==> src/rtl/sp_pkg.sv <==
// rtl/sp_pkg.sv - shared state encoding and helpers for the sweep tracker
// Purpose: state enum used by sweep_tracker (also exported on STAT) and a
//          ceil-log2 helper used to size the position and counter registers.
// Ports:   none (package).
package sp_pkg;

    typedef enum logic [2:0] {
        ST_IDLE   = 3'd0,
        ST_HOME   = 3'd1,
        ST_SETTLE = 3'd2,
        ST_SAMPLE = 3'd3,
        ST_STEP   = 3'd4,
        ST_RETURN = 3'd5,
        ST_TRACK  = 3'd6
    } state_t;

    // Smallest r with 2**r >= n; returns 0 for n <= 1.
    function automatic int clog2(input int n);
        int r;
        r = 0;
        for (int i = 0; i < 31; i++) begin
            if ((1 << i) < n) begin
                r = i + 1;
            end
        end
        return r;
    endfunction

endpackage

==> src/rtl/sweep_axis.sv <==
// rtl/sweep_axis.sv - one servo axis: position model plus registered step pulse
// Purpose: tracks the mount position on one axis and registers the MOVE/DIR
//          pulse to the servo driver. The position changes on the same edge
//          that raises the pulse, so position and pulse stay in lockstep.
// Ports:   clk, rst        - clock, asynchronous active-high reset
//          step_req, step_dir - request one step this cycle (dir 1 = up)
//          target          - coordinate compared for at_target
//          pos             - current position model
//          move, dir       - registered one-cycle step pulse and direction
//          at_min, at_max, at_target - position flags
module sweep_axis
    import sp_pkg::*;
#(
    parameter int STEPS = 16,
    parameter int W     = clog2(STEPS)
) (
    input  logic         clk,
    input  logic         rst,
    input  logic         step_req,
    input  logic         step_dir,
    input  logic [W-1:0] target,
    output logic [W-1:0] pos,
    output logic         move,
    output logic         dir,
    output logic         at_min,
    output logic         at_max,
    output logic         at_target
);

    localparam logic [W-1:0] MAX_POS = W'(STEPS - 1);

    logic [W-1:0] pos_q, pos_d;
    logic         move_q, move_d;
    logic         dir_q, dir_d;

    always_comb begin
        pos_d  = pos_q;
        move_d = step_req;
        dir_d  = step_req ? step_dir : 1'b0;
        if (step_req) begin
            pos_d = step_dir ? pos_q + W'(1) : pos_q - W'(1);
        end
    end

    always_ff @(posedge clk or posedge rst) begin
        if (rst) begin
            pos_q  <= '0;
            move_q <= 1'b0;
            dir_q  <= 1'b0;
        end else begin
            pos_q  <= pos_d;
            move_q <= move_d;
            dir_q  <= dir_d;
        end
    end

    assign pos       = pos_q;
    assign move      = move_q;
    assign dir       = dir_q;
    assign at_min    = (pos_q == '0);
    assign at_max    = (pos_q == MAX_POS);
    assign at_target = (pos_q == target);

endmodule

==> src/rtl/sweep_tracker.sv <==
// rtl/sweep_tracker.sv - raster sun search followed by peak tracking for a two-axis mount
// Purpose: homes the mount, sweeps a serpentine STEPS_H x STEPS_V grid sampling
//          the panel voltage at each point, returns to the best point and
//          tracks there, rescanning after MISS_MAX consecutive low samples
//          or on START while tracking.
// Ports:   CLK, RESET          - clock, asynchronous active-high reset
//          TICK                - one-cycle step strobe
//          START               - level request to (re)scan
//          V_IN, V_VALID       - panel voltage sample and its strobe
//          MOVE_H/V, DIR_H/V   - registered step pulses to the servo drivers
//          BUSY, DONE          - scanning flag, one-cycle pulse on entry to TRACK
//          PEAK_V, PEAK_H_POS, PEAK_V_POS - stored best voltage and its coordinates
//          STAT                - current state encoding
module sweep_tracker
    import sp_pkg::*;
#(
    parameter int V_WIDTH  = 12,
    parameter int STEPS_H  = 16,
    parameter int STEPS_V  = 8,
    parameter int SETTLE   = 4,
    parameter int HYST     = 8,
    parameter int MISS_MAX = 3
) (
    input  logic                      CLK,
    input  logic                      RESET,
    input  logic                      TICK,
    input  logic                      START,
    input  logic [V_WIDTH-1:0]        V_IN,
    input  logic                      V_VALID,
    output logic                      MOVE_H,
    output logic                      MOVE_V,
    output logic                      DIR_H,
    output logic                      DIR_V,
    output logic                      BUSY,
    output logic                      DONE,
    output logic [V_WIDTH-1:0]        PEAK_V,
    output logic [clog2(STEPS_H)-1:0] PEAK_H_POS,
    output logic [clog2(STEPS_V)-1:0] PEAK_V_POS,
    output logic [2:0]                STAT
);

    localparam int HW = clog2(STEPS_H);
    localparam int VW = clog2(STEPS_V);
    localparam int SW = clog2(SETTLE + 1);
    localparam int MW = clog2(MISS_MAX + 1);

    localparam logic [SW-1:0]      SETTLE_LAST = SW'(SETTLE - 1);
    localparam logic [MW-1:0]      MISS_LAST   = MW'(MISS_MAX - 1);
    localparam logic [V_WIDTH:0]   HYST_EXT    = (V_WIDTH + 1)'(HYST);

    state_t               state_q, state_d;
    logic [SW-1:0]        settle_q, settle_d;
    logic [MW-1:0]        miss_q, miss_d;
    logic [V_WIDTH-1:0]   peak_v_q, peak_v_d;
    logic [HW-1:0]        peak_h_q, peak_h_d;
    logic [VW-1:0]        peak_vp_q, peak_vp_d;
    logic                 done_q, done_d;

    logic                 step_h, dir_h_req, step_v, dir_v_req;
    logic [HW-1:0]        h_pos;
    logic [VW-1:0]        v_pos;
    logic                 h_at_min, h_at_max, h_at_tgt;
    logic                 v_at_min, v_at_max, v_at_tgt;
    logic                 odd_row, row_end;
    logic [V_WIDTH:0]     v_plus_hyst;
    logic                 track_low;

    sweep_axis #(.STEPS(STEPS_H), .W(HW)) u_axis_h (
        .clk       (CLK),
        .rst       (RESET),
        .step_req  (step_h),
        .step_dir  (dir_h_req),
        .target    (peak_h_q),
        .pos       (h_pos),
        .move      (MOVE_H),
        .dir       (DIR_H),
        .at_min    (h_at_min),
        .at_max    (h_at_max),
        .at_target (h_at_tgt)
    );

    sweep_axis #(.STEPS(STEPS_V), .W(VW)) u_axis_v (
        .clk       (CLK),
        .rst       (RESET),
        .step_req  (step_v),
        .step_dir  (dir_v_req),
        .target    (peak_vp_q),
        .pos       (v_pos),
        .move      (MOVE_V),
        .dir       (DIR_V),
        .at_min    (v_at_min),
        .at_max    (v_at_max),
        .at_target (v_at_tgt)
    );

    // Serpentine: even rows run H upward, odd rows run H downward.
    assign odd_row = v_pos[0];
    assign row_end = odd_row ? h_at_min : h_at_max;

    // One extra bit so V_IN + HYST cannot wrap near full scale.
    assign v_plus_hyst = {1'b0, V_IN} + HYST_EXT;
    assign track_low   = (v_plus_hyst < {1'b0, peak_v_q});

    always_comb begin
        state_d   = state_q;
        settle_d  = settle_q;
        miss_d    = miss_q;
        peak_v_d  = peak_v_q;
        peak_h_d  = peak_h_q;
        peak_vp_d = peak_vp_q;
        step_h    = 1'b0;
        dir_h_req = 1'b0;
        step_v    = 1'b0;
        dir_v_req = 1'b0;

        case (state_q)
            ST_IDLE: begin
                if (START) begin
                    state_d = ST_HOME;
                end
            end
            ST_HOME: begin
                if (TICK) begin
                    if (!h_at_min) begin
                        step_h = 1'b1;
                    end else if (!v_at_min) begin
                        step_v = 1'b1;
                    end else begin
                        peak_v_d  = '0;
                        peak_h_d  = '0;
                        peak_vp_d = '0;
                        settle_d  = '0;
                        state_d   = ST_SETTLE;
                    end
                end
            end
            ST_SETTLE: begin
                if (TICK) begin
                    if (settle_q == SETTLE_LAST) begin
                        settle_d = '0;
                        state_d  = ST_SAMPLE;
                    end else begin
                        settle_d = settle_q + SW'(1);
                    end
                end
            end
            ST_SAMPLE: begin
                // A TICK arriving with V_VALID is consumed by the sample only.
                if (V_VALID) begin
                    if (V_IN > peak_v_q) begin
                        peak_v_d  = V_IN;
                        peak_h_d  = h_pos;
                        peak_vp_d = v_pos;
                    end
                    state_d = ST_STEP;
                end
            end
            ST_STEP: begin
                if (row_end && v_at_max) begin
                    state_d = ST_RETURN;
                end else if (TICK) begin
                    if (!row_end) begin
                        step_h    = 1'b1;
                        dir_h_req = !odd_row;
                    end else begin
                        step_v    = 1'b1;
                        dir_v_req = 1'b1;
                    end
                    state_d = ST_SETTLE;
                end
            end
            ST_RETURN: begin
                if (h_at_tgt && v_at_tgt) begin
                    miss_d  = '0;
                    state_d = ST_TRACK;
                end else if (TICK) begin
                    if (!h_at_tgt) begin
                        step_h    = 1'b1;
                        dir_h_req = (h_pos < peak_h_q);
                    end else begin
                        step_v    = 1'b1;
                        dir_v_req = (v_pos < peak_vp_q);
                    end
                end
            end
            ST_TRACK: begin
                if (START) begin
                    miss_d  = '0;
                    state_d = ST_HOME;
                end else if (V_VALID) begin
                    if (track_low) begin
                        if (miss_q == MISS_LAST) begin
                            miss_d  = '0;
                            state_d = ST_HOME;
                        end else begin
                            miss_d = miss_q + MW'(1);
                        end
                    end else begin
                        miss_d = '0;
                    end
                end
            end
            default: begin
                state_d = ST_IDLE;
            end
        endcase

        done_d = (state_d == ST_TRACK) && (state_q != ST_TRACK);
    end

    always_ff @(posedge CLK or posedge RESET) begin
        if (RESET) begin
            state_q   <= ST_IDLE;
            settle_q  <= '0;
            miss_q    <= '0;
            peak_v_q  <= '0;
            peak_h_q  <= '0;
            peak_vp_q <= '0;
            done_q    <= 1'b0;
        end else begin
            state_q   <= state_d;
            settle_q  <= settle_d;
            miss_q    <= miss_d;
            peak_v_q  <= peak_v_d;
            peak_h_q  <= peak_h_d;
            peak_vp_q <= peak_vp_d;
            done_q    <= done_d;
        end
    end

    assign BUSY       = (state_q != ST_IDLE) && (state_q != ST_TRACK);
    assign DONE       = done_q;
    assign PEAK_V     = peak_v_q;
    assign PEAK_H_POS = peak_h_q;
    assign PEAK_V_POS = peak_vp_q;
    assign STAT       = state_q;

endmodule

==> config.mk <==
export PLATFORM = sky130hd
export DESIGN_NAME = sweep_tracker
export DESIGN_NICKNAME = d
export VERILOG_FILES = /design/src/rtl/sp_pkg.sv /design/src/rtl/sweep_axis.sv /design/src/rtl/sweep_tracker.sv
export SDC_FILE = /design/constraint.sdc
export NUM_CORES = 1
export LEC_CHECK = 0
export ABC_AREA = 0
export CORE_UTILIZATION = 56
export DETAILED_ROUTE_END_ITERATION = 16
export GPL_ROUTABILITY_DRIVEN = 0
export MAX_ROUTING_LAYER = met4
export PLACE_DENSITY = 0.87
export SLEW_MARGIN = 10
export SYNTH_ARGS = -nofsm -noshare
export SYNTH_HDL_FRONTEND = slang
export SYNTH_SLANG_ARGS = --single-unit
==> constraint.sdc <==
create_clock -name CLK -period 7.9 [get_ports CLK]
set_clock_uncertainty 0.1 [all_clocks]
set_input_delay 0.79 -clock CLK [delete_from_list [all_inputs] [get_ports CLK]]
set_output_delay 0.79 -clock CLK [all_outputs]
set_load 0.01 [all_outputs]
After elaboration in Yosys (flattened, before gate mapping):

Index checks and enable logic that the tools add are counted.

* add/subtract/negate cells: 7
* order comparisons: 4
* equality and inequality tests: 22
* mux-type cells: 77
* reductions and logical operators: 15

Operator list (count)
* 3-bit two-way mux: 22
* 12-bit two-way mux: 5
* 1-bit two-way mux: 29
* 4-bit two-way mux: 6
* 12-bit one-hot mux with 2 select lines: 1
* 3-bit one-hot mux with 7 select lines: 1
* 3-bit equality test, second input constant: 5
* 2-bit inequality test, second input constant: 7
* 12-bit by 4-bit adder with 13-bit output, second input constant: 1
* 13-bit by 12-bit < comparator with 1-bit output: 1
* 12-bit > comparator: 1
* 3-bit one-hot mux with 2 select lines: 2
* 2-bit two-way mux: 5
* 3-bit by 2-bit equality test with 1-bit output, second input constant: 3
* 4-bit one-hot mux with 2 select lines: 1
* 3-bit by 1-bit adder with 3-bit output, second input constant: 2
* 3-bit logical NOT: 2
* 3-bit inequality test, second input constant: 2
* 1-bit one-hot mux with 3 select lines: 2
* 6-bit AND reduction: 1
* 2-bit nonzero test: 3
* 5-bit AND reduction: 1
* 4-bit by 1-bit adder with 4-bit output, second input constant: 1
* 4-bit equality test: 1
* 16 further kinds: 20

* bits in registers: 39
* output and inout port bits: 28
* logic and storage cells: 138

Longest topological paths before layout:

Gate-level depths: netlist of run 1.

* word-level depth: 8
* gate-level depth with buffers: 13
* mapped depth without buffers: 13

Hierarchy:

A second synthesis of run 1 with hierarchy kept.

* cell total of the unflattened synthesis: 290
* area total of the unflattened synthesis: 2825.2 sq um

Modules (own cells, without submodules)
* sweep_tracker: instances 1, cells an instance 232, area each 2173.3 sq um
* sweep_axis (u_axis_h): instances 1, cells an instance 38, area each 402.9 sq um
* sweep_axis (u_axis_v): instances 1, cells an instance 20, area each 249.0 sq um

Worst setup path after synthesis of run 1:

Ideal clock, no wire load.

* path kind: reg2reg
* start point: reg u_axis_v.pos_q[0] (netlist: u_axis_v.pos[0])
* end point: reg u_axis_v.pos_q[2] (netlist: u_axis_v.pos[2])
* arrival time: 2.936 ns
* required time: 7.674 ns
* setup slack: 4.738 ns
* cell stages (with the launch flop): 13
* path buffers: 1
* period minus slack after synthesis: 3.162 ns
* cells stage by stage: dfrtp_1 > clkbuf_1 > inv_1 > ha_1 > nand3_1 > nand4_1 > or3b_1 > nand2_1 > inv_1 > fa_1 > and2_1 > a311o_1 > a311o_1

* cells in the longest elaborated chain, start to end: 6
* elaborated cells between the ends (all ways): 22
* classes of those cells: add/sub (2); order compare (1); eq/ne (2); mux (14); reduce/logical (3)

Ends and longest elaborated chain
* start, declared: RTL line sweep_axis.sv:32 `logic [W-1:0] pos_q, pos_d;`
* start signal, assigned: RTL line sweep_axis.sv:51 `pos_q <= pos_d;`
* 3-bit < comparator or 1-bit two-way mux (tied branches): RTL line sweep_tracker.sv:182, sweep_tracker.sv:98
* 1-bit two-way mux (on tied branches): RTL line sweep_tracker.sv:177, sweep_tracker.sv:162
* 1-bit two-way mux (on tied branches): RTL line sweep_tracker.sv:176, sweep_tracker.sv:161
* 1-bit two-way mux (on tied branches): RTL line sweep_tracker.sv:173, sweep_tracker.sv:159
* 1-bit one-hot mux with 2 select lines: RTL line sweep_tracker.sv:116 `case (state_q)`
* 3-bit two-way mux: RTL line sweep_axis.sv:41 `pos_d = step_dir ? pos_q + W'(1) : pos_q - W'(1);`

Parallel ways exist; a longest one is shown, timed or not.
A chain may end at the register's enable or synchronous reset.

Worst setup path after layout of run 1:

* start point: in V_IN[3]
* end point: reg peak_vp_q[1] (netlist: PEAK_V_POS[1])

* cells in the longest elaborated chain, start to end: 3

Ends and longest elaborated chain
* start, declared: RTL line sweep_tracker.sv:28 `input logic [V_WIDTH-1:0] V_IN,`
* 12-bit > comparator: RTL line sweep_tracker.sv:150 `if (V_IN > peak_v_q) begin`
* 2-bit inequality test (no source line)
* 6-bit AND reduction (no source line)
* end signal, assigned: RTL line sweep_tracker.sv:226 `peak_vp_q <= peak_vp_d;`
* end, declared: RTL line sweep_tracker.sv:56 `logic [VW-1:0] peak_vp_q, peak_vp_d;`

No other way between the ends.

==> flow_summary.json, run 1 <==
{
  "grt_usage_pct": 26.4,
  "multi_input_area_um2": 1790,
  "overflow": 0,
  "ys_warn_count": 0,
  "critPathMaxFanout": 19,
  "dr.first_iter.drc_count": 160,
  "clkTransAtPathRegs_ns": 0.07,
  "p_int_uw": 556,
  "grt_max_degree": 40,
  "endpoint_kind": "register",
  "max-vdd-ir-drop_v": 0.000210,
  "post_dp_cell_area_um2": 3410,
  "wl_per_cell_um": 15.4,
  "cts_max_level": 2,
  "stdcell_area_um2": 3490,
  "dr_total_vias": 2511,
  "rows": 26,
  "seq_power_share_pct": 35.3,
  "die-area_um2": 5550,
  "synth-async-reset-ratio_pct": 100,
  "yosys-top-cells-area": "dfrtp_1 (33%), ha_1 (14%), o21ai_0 (4.9%)",
  "cts_setup_buffers": 0,
  "hold_depth": 1,
  "antenna_found_initial": 0,
  "nets": 416,
  "switching_share_pct": 42.4,
  "reg2reg_depth": 11,
  "ctsRootBufferMaster": "clkbuf_8",
  "syn_inst": 323,
  "min_period_over_period_pct": 46.8,
  "crit_type": "in -> reg",
  "synthFlopType": "dfrtp_1",
  "cts_hold_buf": 0,
  "synth_edf_count": 0,
  "clockPowerShare_pct": 13.4,
  "chipHeight_um": 74.5,
  "synth_area_um2": 2940,
  "syn_area_per_cell_um2": 9.11,
  "cts_resized": 0,
  "cp_data_required_time_ns": 7.93,
  "drt-vias-per-instance": 5.76,
  "nFillCells": 409,
  "grt_pass1_vias": 2373,
  "initial_core_util_pct": 58.0,
  "finalHoldViolCount": 0,
  "final_cells": 436,
  "power.density_nw_per_um2": 276,
  "fmax_mhz": 270,
  "rsz0062_at_grt": "no",
  "die_w_um": 74.5,
  "boundaryPins": 45,
  "yosysTopAreaCellShare_pct": 33.1,
  "ys_types": 56,
  "worstMarginPinSlew_ns": 0.866,
  "core_um2": 5070,
  "drt-pass1-iter-count": 4,
  "ys_seq_elements": 39,
  "place_ws_ns": 3.90,
  "setup_tns_ns": 0,
  "drt_wl_total_um": 6700,
  "cts_buffers": 5,
  "fin_crit_ns": 3.70,
  "drcViolationCount": 0,
  "clock_path_buffers": 2,
  "cts_tree": "built",
  "synth_top_area_cell": "dfrtp_1",
  "ys_seq_area_share_pct": 33.1,
  "clock_latency_ns": 0.29,
  "status": "finished, final reports clean",
  "max-cap-violations": 0,
  "drive_above_1_share_pct": 8.74,
  "p_leak_nw": 1.47,
  "p_switching_uw": 409,
  "slew_headroom_pct": 42.3,
  "hold_class": "reg -> reg",
  "placedCellCount": 428,
  "portBuffers": 44,
  "cts.sink_count": 39,
  "dp_hpwl_um": 5010,
  "worst_hold_slack_ns": 0.413,
  "area_growth_syn_to_layout_pct": 18.6,
  "antenna_left": 0,
  "final.setup.worst_slack_ns": 4.20,
  "cp.arrival_ns": 3.73,
  "setup-violations-final": 0,
  "antennaDiodeCount": 0,
  "slew_violations": 0,
  "regArea_um2": 976,
  "grt_pass1_wl_um": 10900,
  "combPwrFrac_pct": 51.3,
  "startpoint_type": "input pin",
  "syn_nets": 374
}
==> kinds of logic (layout without fill, tap and decap cells) <==
logic type | Yosys count | after routing | share of synthesized area (%)
buffers and inverters | 38 | 81 | 5.91
DFF | 39 | 39 | 33.1
muxes | 6 | 6 | 2.17
xor gates and xnor gates | 12 | 12 | 3.57
adders and majority gates | 34 | 34 | 15.0
AOI/OAI and AO/OA | 83 | 83 | 18.5
and+or+nand+nor | 111 | 111 | 21.7
==> final cells by class <==
type                    count  area share [%]
flip-flops and latches     39            27.9
clock inverters             1           0.143
well taps                  70            2.51
clock buffers               7            2.19
multi-input cells         246            51.4
inverters                  28            3.01
repair buffers             45            12.8
==> cells in the final DEF, fill, tap and decap left out, drive strengths merged, types with 3 or more instances in the layout <==
cell and n:
clkdlybuf4s50 44, o21ai 40, dfrtp 39, nand2 34, ha 32, inv 28
a21oi 16, nor2 13, nand3 10, nor2b 8, xnor2 7, clkbuf 7
nand4 6, and3 6, xor2 5, nand2b 4, and2 4, nor4 4
and2b 4, nor3 3, mux2 3, mux2i 3, nand4b 3, a211oi 3
a311o 3, or4 3, a21o 3
==> layer usage <==
metal  up-vias  track usage (%)  wire length (µm)
met4         0             8.39               117
li1       1234                -                 -
met2        62             42.3              3240
met3        11             3.66               238
met1      1204             34.6              3100
met5         -                -                 0
==> synth_stat cells (3+ instances only) <==
| master | n |
|---|---|
| a211oi_1 | 3 |
| a21oi_1 | 16 |
| a311o_1 | 3 |
| and2_1 | 4 |
| and3_1 | 6 |
| clkbuf_1 | 7 |
| dfrtp_1 | 39 |
| ha_1 | 32 |
| inv_1 | 28 |
| mux2_2 | 3 |
| mux2i_1 | 3 |
| nand2_1 | 34 |
| nand2b_1 | 4 |
| nand3_1 | 7 |
| nand3_2 | 3 |
| nand4_1 | 6 |
| nand4b_1 | 3 |
| nor2_1 | 13 |
| nor2b_1 | 8 |
| nor3_1 | 3 |
| o21ai_0 | 29 |
| o21ai_2 | 11 |
| or4_1 | 3 |
| xnor2_1 | 7 |
| xor2_1 | 5 |
==> critical path, stage by stage <==
cell and delay [ns]:
clkdlybuf4s50_1 0.59, inv_1 0.07, ha_1 0.29, inv_1 0.06
a21oi_1 0.11, a21boi_0 0.14, nor4_4 0.67, or2_1 0.77
o21ai_0 0.22
==> path summary, 6_finish.rpt <==
kind / startpoint / to / slack [ns]
max: V_IN[3] / PEAK_V_POS[1] / 4.20
min: settle_q[2] / settle_q[2] / 0.41
max reg2reg: u_axis_h.pos[0] / u_axis_v.pos[2] / 4.41
min reg2reg: settle_q[2] / settle_q[2] / 0.41
max in group asynchronous: RESET / PEAK_V_POS[0] / 6.54
min in group asynchronous: RESET / DONE / 0.82
==> state kept, by name, indices dropped and copies added (netlist names) <==
| signal | flops |
|---|---|
| PEAK_H_POS | 4 |
| STAT | 3 |
| u_axis_h.dir | 1 |
| miss_q | 2 |
| u_axis_v.dir | 1 |
| settle_q | 3 |
| u_axis_h.move | 1 |
| u_axis_h.pos | 4 |
| u_axis_v.pos | 3 |
| u_axis_v.move | 1 |
| PEAK_V_POS | 3 |
| PEAK_V | 12 |
| DONE | 1 |
==> stage by stage <==
stage | util [%] | total power [mW]
after floorplan | - | 0.664
after detailed placement | 67.2 | 0.830
after CTS | 68.8 | 0.964
after global routing | 68.8 | 1.04
final | 68.8 | 0.964
after global placement | 67.2 | 0.803
==> power by group through the flow <==
stage	clock network, mW	logic [mW]	registers, mW
2_1_floorplan	0	0.337	0.326
3_3_place_gp	0	0.464	0.339
3_5_place_dp	0	0.488	0.341
4_1_cts	0.132	0.493	0.339
5_1_grt	0.141	0.546	0.351
6_report	0.129	0.495	0.340
Power figures use the tool's default switching activity.
==> run 2, diff against run 1 <==
--- a/config.mk
+++ b/config.mk
@@ -6,11 +6,11 @@
 export NUM_CORES = 1
 export LEC_CHECK = 0
 export ABC_AREA = 0
-export CORE_UTILIZATION = 56
+export CORE_UTILIZATION = 55
 export DETAILED_ROUTE_END_ITERATION = 16
 export GPL_ROUTABILITY_DRIVEN = 0
 export MAX_ROUTING_LAYER = met4
-export PLACE_DENSITY = 0.87
+export PLACE_DENSITY = 0.86
 export SLEW_MARGIN = 10
 export SYNTH_ARGS = -nofsm -noshare
 export SYNTH_HDL_FRONTEND = slang
==> constraint.sdc (replaced) <==
create_clock -name CLK -period 3.5 [get_ports CLK]
set_clock_uncertainty 0.1 [all_clocks]
set_input_delay 0.35 -clock CLK [delete_from_list [all_inputs] [get_ports CLK]]
set_output_delay 0.35 -clock CLK [all_outputs]
set_load 0.01 [all_outputs]
==> run 2 against run 1 <==
  * Register-to-register slack lost 4.2 ns
  * Combinational power grew 150%
  * Design area grew 1.9%
  * Setup slack lost 4.0 ns
  * Critical path type is now reg -> reg
==> flow_summary.json, run 2 (synthesis results as in run 1) <==
{
  "status": "finished, final reports clean",
  "endpoint_kind": "register",
  "path_depth": 10,
  "p_switching_uw": 949,
  "fin_crit_ns": 3.33,
  "reg2reg_depth": 10,
  "nets": 424,
  "grt_pass1_vias": 2552,
  "max-cap-violations": 0,
  "overflow": 0,
  "cp-endpoint": "u_axis_v.pos[2]",
  "cts_max_level": 2,
  "cts_tree": "built",
  "die-area_um2": 5650,
  "portBuffers": 44,
  "p_leak_nw": 1.51,
  "cts.sink_count": 39,
  "grt_usage_pct": 28.2,
  "antenna_left": 0,
  "ctsRootBufferMaster": "clkbuf_8",
  "dp_hpwl_um": 5240,
  "crit_start": "u_axis_h.pos[1]",
  "crit_top_cell": "a311o_1",
  "multi_input_area_um2": 1790,
  "power.density_nw_per_um2": 632,
  "min_period_over_period_pct": 95.1,
  "initial_core_util_pct": 57.3,
  "worstMarginPinSlew_ns": 0.917,
  "crit_type": "reg -> reg",
  "setup-violations-final": 0,
  "grt_max_degree": 40,
  "finalHoldViolCount": 0,
  "cts_buffers": 5,
  "cp_slowest_cell": "dfrtp_1",
  "drt-vias-per-instance": 6.00,
  "boundaryPins": 45,
  "final_cell_mix": "clkdlybuf4s50_1 (44), dfrtp_1 (39), nand2_1 (34)",
  "drt_wl_total_um": 7190,
  "wl_per_cell_um": 16.2,
  "chipHeight_um": 75.2,
  "path_cells": "ha_1 > and4_1 > nand4_1 > or3b_1 > nand2_1 > inv_1 > fa_1 > and2_1 > a311o_1 > a311o_1",
  "slew_headroom_pct": 38.4,
  "drt-pass1-iter-count": 4,
  "clock_path_buffers": 2,
  "max-vdd-ir-drop_v": 0.000416,
  "die_w_um": 75.2,
  "critPathMaxFanout": 7,
  "regArea_um2": 976,
  "rows": 26,
  "r2r_start": "u_axis_h.pos[1]",
  "nFillCells": 437,
  "cts_setup_buffers": 0,
  "clock_latency_ns": 0.29,
  "cp_slowest_stage_delay_ns": 0.49,
  "post_dp_cell_area_um2": 3470,
  "core_um2": 5140,
  "fmax_mhz": 300,
  "area_growth_syn_to_layout_pct": 20.9,
  "clkTransAtPathRegs_ns": 0.08,
  "cp.arrival_ns": 3.41,
  "clockPowerShare_pct": 14.0,
  "drcViolationCount": 0,
  "hold_class": "in -> async",
  "dr_total_vias": 2656,
  "rsz0062_at_grt": "no",
  "cp_data_required_time_ns": 3.58,
  "stdcell_area_um2": 3560,
  "drive_above_1_share_pct": 11.0,
  "cts_resized": 0,
  "antennaDiodeCount": 0,
  "cp_top_family": "simple AND/OR/NAND/NOR gates",
  "worst-r2r-setup-slack_ns": 0.17,
  "switching_share_pct": 42.2,
  "layout_commonest_cell": "clkdlybuf4s50_1",
  "p_int_mw": 1.30,
  "seq_power_share_pct": 31.6,
  "largest_register_ff_count": 12,
  "antenna_found_initial": 0,
  "cts_hold_buf": 0,
  "grt_pass1_wl_um": 11700,
  "slew_violations": 0,
  "combPwrFrac_pct": 54.5,
  "setup_tns_ns": 0,
  "worst_r2r_endpoint": "u_axis_v.pos[2]",
  "startpoint_type": "register",
  "dr.first_iter.drc_count": 191,
  "crit_buf_inv": 1
}
-- run 2: cell count changes in the layout (fill, tap and decap cells not counted) --
| cell | previous run | this run |
|---|---|---|
| clkbuf_1 | 2 | 0 |
| clkbuf_8 | 5 | 6 |
| buf_4 | 1 | 9 |
-- run 2: power groups by stage --
| stage | Clock, mW | Combinational, mW | Sequential (mW) |
|---|---|---|---|
| after floorplan | 0 | 0.762 | 0.737 |
| after global placement | 0 | 1.15 | 0.702 |
| after detailed placement | 0 | 1.20 | 0.714 |
| after CTS | 0.315 | 1.22 | 0.707 |
| after global routing | 0.332 | 1.35 | 0.724 |
| final | 0.314 | 1.22 | 0.710 |
-- run 2: stage by stage --
stage               total power [mW]  hold WS [ns]  setup WS [ns]  util (%)  cells
floorplan                       1.50         0.369          0.338         -    323
global placement                1.86         0.386          0.321      67.5    436
detailed placement              1.92         0.397          0.214      67.5    436
CTS                             2.24         0.399          0.191      69.2    443
global route                    2.41         0.428         0.0142      69.2    443
finish                          2.25         0.369          0.170      69.2    443
-- run 2: per-layer routing --
layer  vias up  track usage [%]  wire length, µm
met2        98             43.9             3490
met3        21             5.35              444
met1      1282             35.2             3070
li1       1255                -                -
met4         0             14.0              176
met5         -                -                0
-- run 2: worst min path at each step --
| stage | startpoint | to | slack, ns | depth (start not counted) |
|---|---|---|---|---|
| after floorplan | miss_q[1] | miss_q[1] | 0.37 | 1 |
| after detailed placement | settle_q[2] | settle_q[2] | 0.40 | 1 |
| after CTS | RESET | PEAK_V[7] | 0.40 | 3 |
| final | RESET | PEAK_V[10] | 0.37 | 3 |
| after global routing | RESET | PEAK_V[10] | 0.43 | 3 |
| after global placement | settle_q[2] | settle_q[2] | 0.39 | 1 |
-- run 2: area by class of cell --
| class | count | share of cell area (%) |
|---|---|---|
| Timing Repair Buffer | 53 | 14.3 |
| Tap cell | 70 | 2.46 |
| Clock buffer | 6 | 2.32 |
| Inverter | 28 | 2.95 |
| Multi-Input combinational cell | 246 | 50.4 |
| Sequential cell | 39 | 27.4 |
| Clock inverter | 1 | 0.141 |
-- run 2: tightest hold or removal path, delay by kind of cell --
family	cells	cell delay (ns)
buffers and inverters	3	0.86
==> run 3, diff against run 2 <==
--- a/config.mk
+++ b/config.mk
@@ -6,11 +6,11 @@
 export NUM_CORES = 1
 export LEC_CHECK = 0
 export ABC_AREA = 0
-export CORE_UTILIZATION = 55
+export CORE_UTILIZATION = 49
 export DETAILED_ROUTE_END_ITERATION = 16
 export GPL_ROUTABILITY_DRIVEN = 0
 export MAX_ROUTING_LAYER = met4
-export PLACE_DENSITY = 0.86
+export PLACE_DENSITY = 0.81
 export SLEW_MARGIN = 10
 export SYNTH_ARGS = -nofsm -noshare
 export SYNTH_HDL_FRONTEND = slang
==> constraint.sdc (replaced) <==
create_clock -name CLK -period 3 [get_ports CLK]
set_clock_uncertainty 0.1 [all_clocks]
set_input_delay 0.3 -clock CLK [delete_from_list [all_inputs] [get_ports CLK]]
set_output_delay 0.3 -clock CLK [all_outputs]
set_load 0.01 [all_outputs]
==> run 3 against run 2 <==
  * Design area grew 7.5%
  * First-iteration DRC count shrank 15%
  * Register-to-register slack lost 0.09 ns
  * Clock-buffer cell count grew 2
  * Worst hold slack lost 0.032 ns
  * Wire length grew 4.1%
  * Sequential share of layout area shrank 1.9 points
  * Fmax grew 14%
  * Clock power grew 26%
  * Setup slack lost 0.086 ns
  * Critical path type unchanged
  * Highest routed layer unchanged
==> flow_summary.json, run 3 (synthesis results as in run 1) <==
{
  "status": "finished, final reports clean",
  "crit_type": "reg -> reg",
  "worstMarginPinSlew_ns": 0.770,
  "cp_slowest_stage_delay_ns": 0.43,
  "cts_tree": "built",
  "worst_hold_slack_ns": 0.337,
  "combPwrFrac_pct": 59.3,
  "placedCellCount": 461,
  "initial_core_util_pct": 52.2,
  "min_period_over_period_pct": 97.2,
  "dr_total_vias": 2682,
  "seq_power_share_pct": 27.0,
  "grt_pass1_vias": 2697,
  "nets": 449,
  "grt_pass1_wl_um": 12400,
  "ctsRootBufferMaster": "clkbuf_8",
  "drt_wl_total_um": 7480,
  "die-area_um2": 6320,
  "clockPowerShare_pct": 13.7,
  "setup_tns_ns": 0,
  "nFillCells": 448,
  "rows": 27,
  "antennaDiodeCount": 0,
  "drt-pass1-iter-count": 4,
  "hold_class": "in -> async",
  "dp_hpwl_um": 5430,
  "wl_per_cell_um": 15.9,
  "place_ws_ns": -0.117,
  "clock_path_buffers": 2,
  "p_int_mw": 1.72,
  "max-cap-violations": 0,
  "drcViolationCount": 0,
  "fin_crit_ns": 2.92,
  "cp.arrival_ns": 3.00,
  "chipHeight_um": 79.5,
  "max-vdd-ir-drop_v": 0.000408,
  "switching_share_pct": 40.5,
  "crit_buf_inv": 1,
  "die_w_um": 79.5,
  "grt_max_degree": 40,
  "startpoint_type": "register",
  "cp_top_family": "simple AND/OR/NAND/NOR gates",
  "critPathMaxFanout": 2,
  "power.density_nw_per_um2": 755,
  "drive_above_1_share_pct": 20.6,
  "final_cells": 471,
  "clkTransAtPathRegs_ns": 0.07,
  "cp_slowest_cell": "dfrtp_1",
  "dr.first_iter.drc_count": 162,
  "cts.sink_count": 39,
  "boundaryPins": 45,
  "final_cell_mix": "clkdlybuf4s50_1 (44), dfrtp_1 (37), buf_4 (34)",
  "slew_violations": 0,
  "drt-vias-per-instance": 5.69,
  "finalHoldViolCount": 0,
  "setup-violations-final": 0,
  "clock_latency_ns": 0.29,
  "p_leak_nw": 1.65,
  "area_growth_syn_to_layout_pct": 30.0,
  "worst-r2r-setup-slack_ns": 0.08,
  "grt_usage_pct": 25.9,
  "rsz0062_at_grt": "no",
  "portBuffers": 44,
  "path_cells": "ha_4 > and4_4 > nand4_1 > or3b_4 > nand2_2 > inv_2 > fa_2 > and2_4 > a311o_1 > a311o_1",
  "core_um2": 5640,
  "overflow": 0,
  "layout_commonest_cell": "clkdlybuf4s50_1",
  "crit_top_cell": "a311o_1",
  "endpoint_kind": "register",
  "multi_input_area_um2": 1860,
  "final.setup.worst_slack_ns": 0.0841,
  "cp_data_required_time_ns": 3.08,
  "fmax_mhz": 343,
  "antenna_found_initial": 0,
  "cts_buffers": 5,
  "slew_headroom_pct": 48.7,
  "regArea_um2": 978,
  "cts_max_level": 2,
  "antenna_left": 0,
  "p_switching_mw": 1.17,
  "largest_register_ff_count": 12
}
## run 3: layout make-up
| class | count | share of cell area [%] |
|---|---|---|
| multi-input combinational | 246 | 48.5 |
| sequential | 39 | 25.6 |
| timing repair buffer | 78 | 18.2 |
| inverter | 28 | 2.75 |
| clock buffer | 8 | 2.62 |
| tap | 72 | 2.35 |
## run 3: power by group through the flow
| stage | registers [mW] | clock network [mW] | logic, mW |
|---|---|---|---|
| CTS | 0.766 | 0.406 | 1.61 |
| floorplan | 0.863 | 0 | 0.893 |
| global placement | 0.764 | 0 | 1.54 |
| finish | 0.782 | 0.396 | 1.71 |
| detailed placement | 0.776 | 0 | 1.60 |
| global route | 0.799 | 0.426 | 1.89 |
## run 3: worst paths after layout
kind | from | to | depth (start not counted)
max | PEAK_H_POS[0] | u_axis_v.pos[2] | 10
min | RESET | PEAK_V_POS[2] | 3
max reg2reg | PEAK_H_POS[0] | u_axis_v.pos[2] | 10
min reg2reg | settle_q[2] | settle_q[2] | 1
max in group asynchronous | RESET | u_axis_h.pos[0] | 3
min in group CLK | settle_q[2] | settle_q[2] | 1
## run 3: per-layer routing
metal / track usage, % / part of all wire, % / vias up
met5: - / 0 / -
met4: 8.36 / 1.7 / 0
met3: 3.77 / 4.8 / 11
met2: 42.2 / 49 / 83
met1: 32.9 / 44 / 1290
li1: - / - / 1298
## run 3: timing repair
item,4_1_cts,5_1_grt
gates resized for setup,0,11
hold buffers,0,0
gates cloned,0,0
endpoints found under the setup margin,1,2
buffers inserted,1,1
pin swaps,1,8
## run 3: worst min-delay path: cells and delay by family
kind     cells  cell delay, ns
buf+inv      3            0.88
## run 3: stage by stage
step | utilization, % | instance area [µm²] | total power [mW]
after detailed placement | 64.8 | 3660 | 2.37
after CTS | 66.7 | 3760 | 2.78
after global placement | 64.8 | 3660 | 2.31
final | 67.8 | 3830 | 2.89
after global routing | 67.8 | 3830 | 3.12
after floorplan | - | 2960 | 1.76
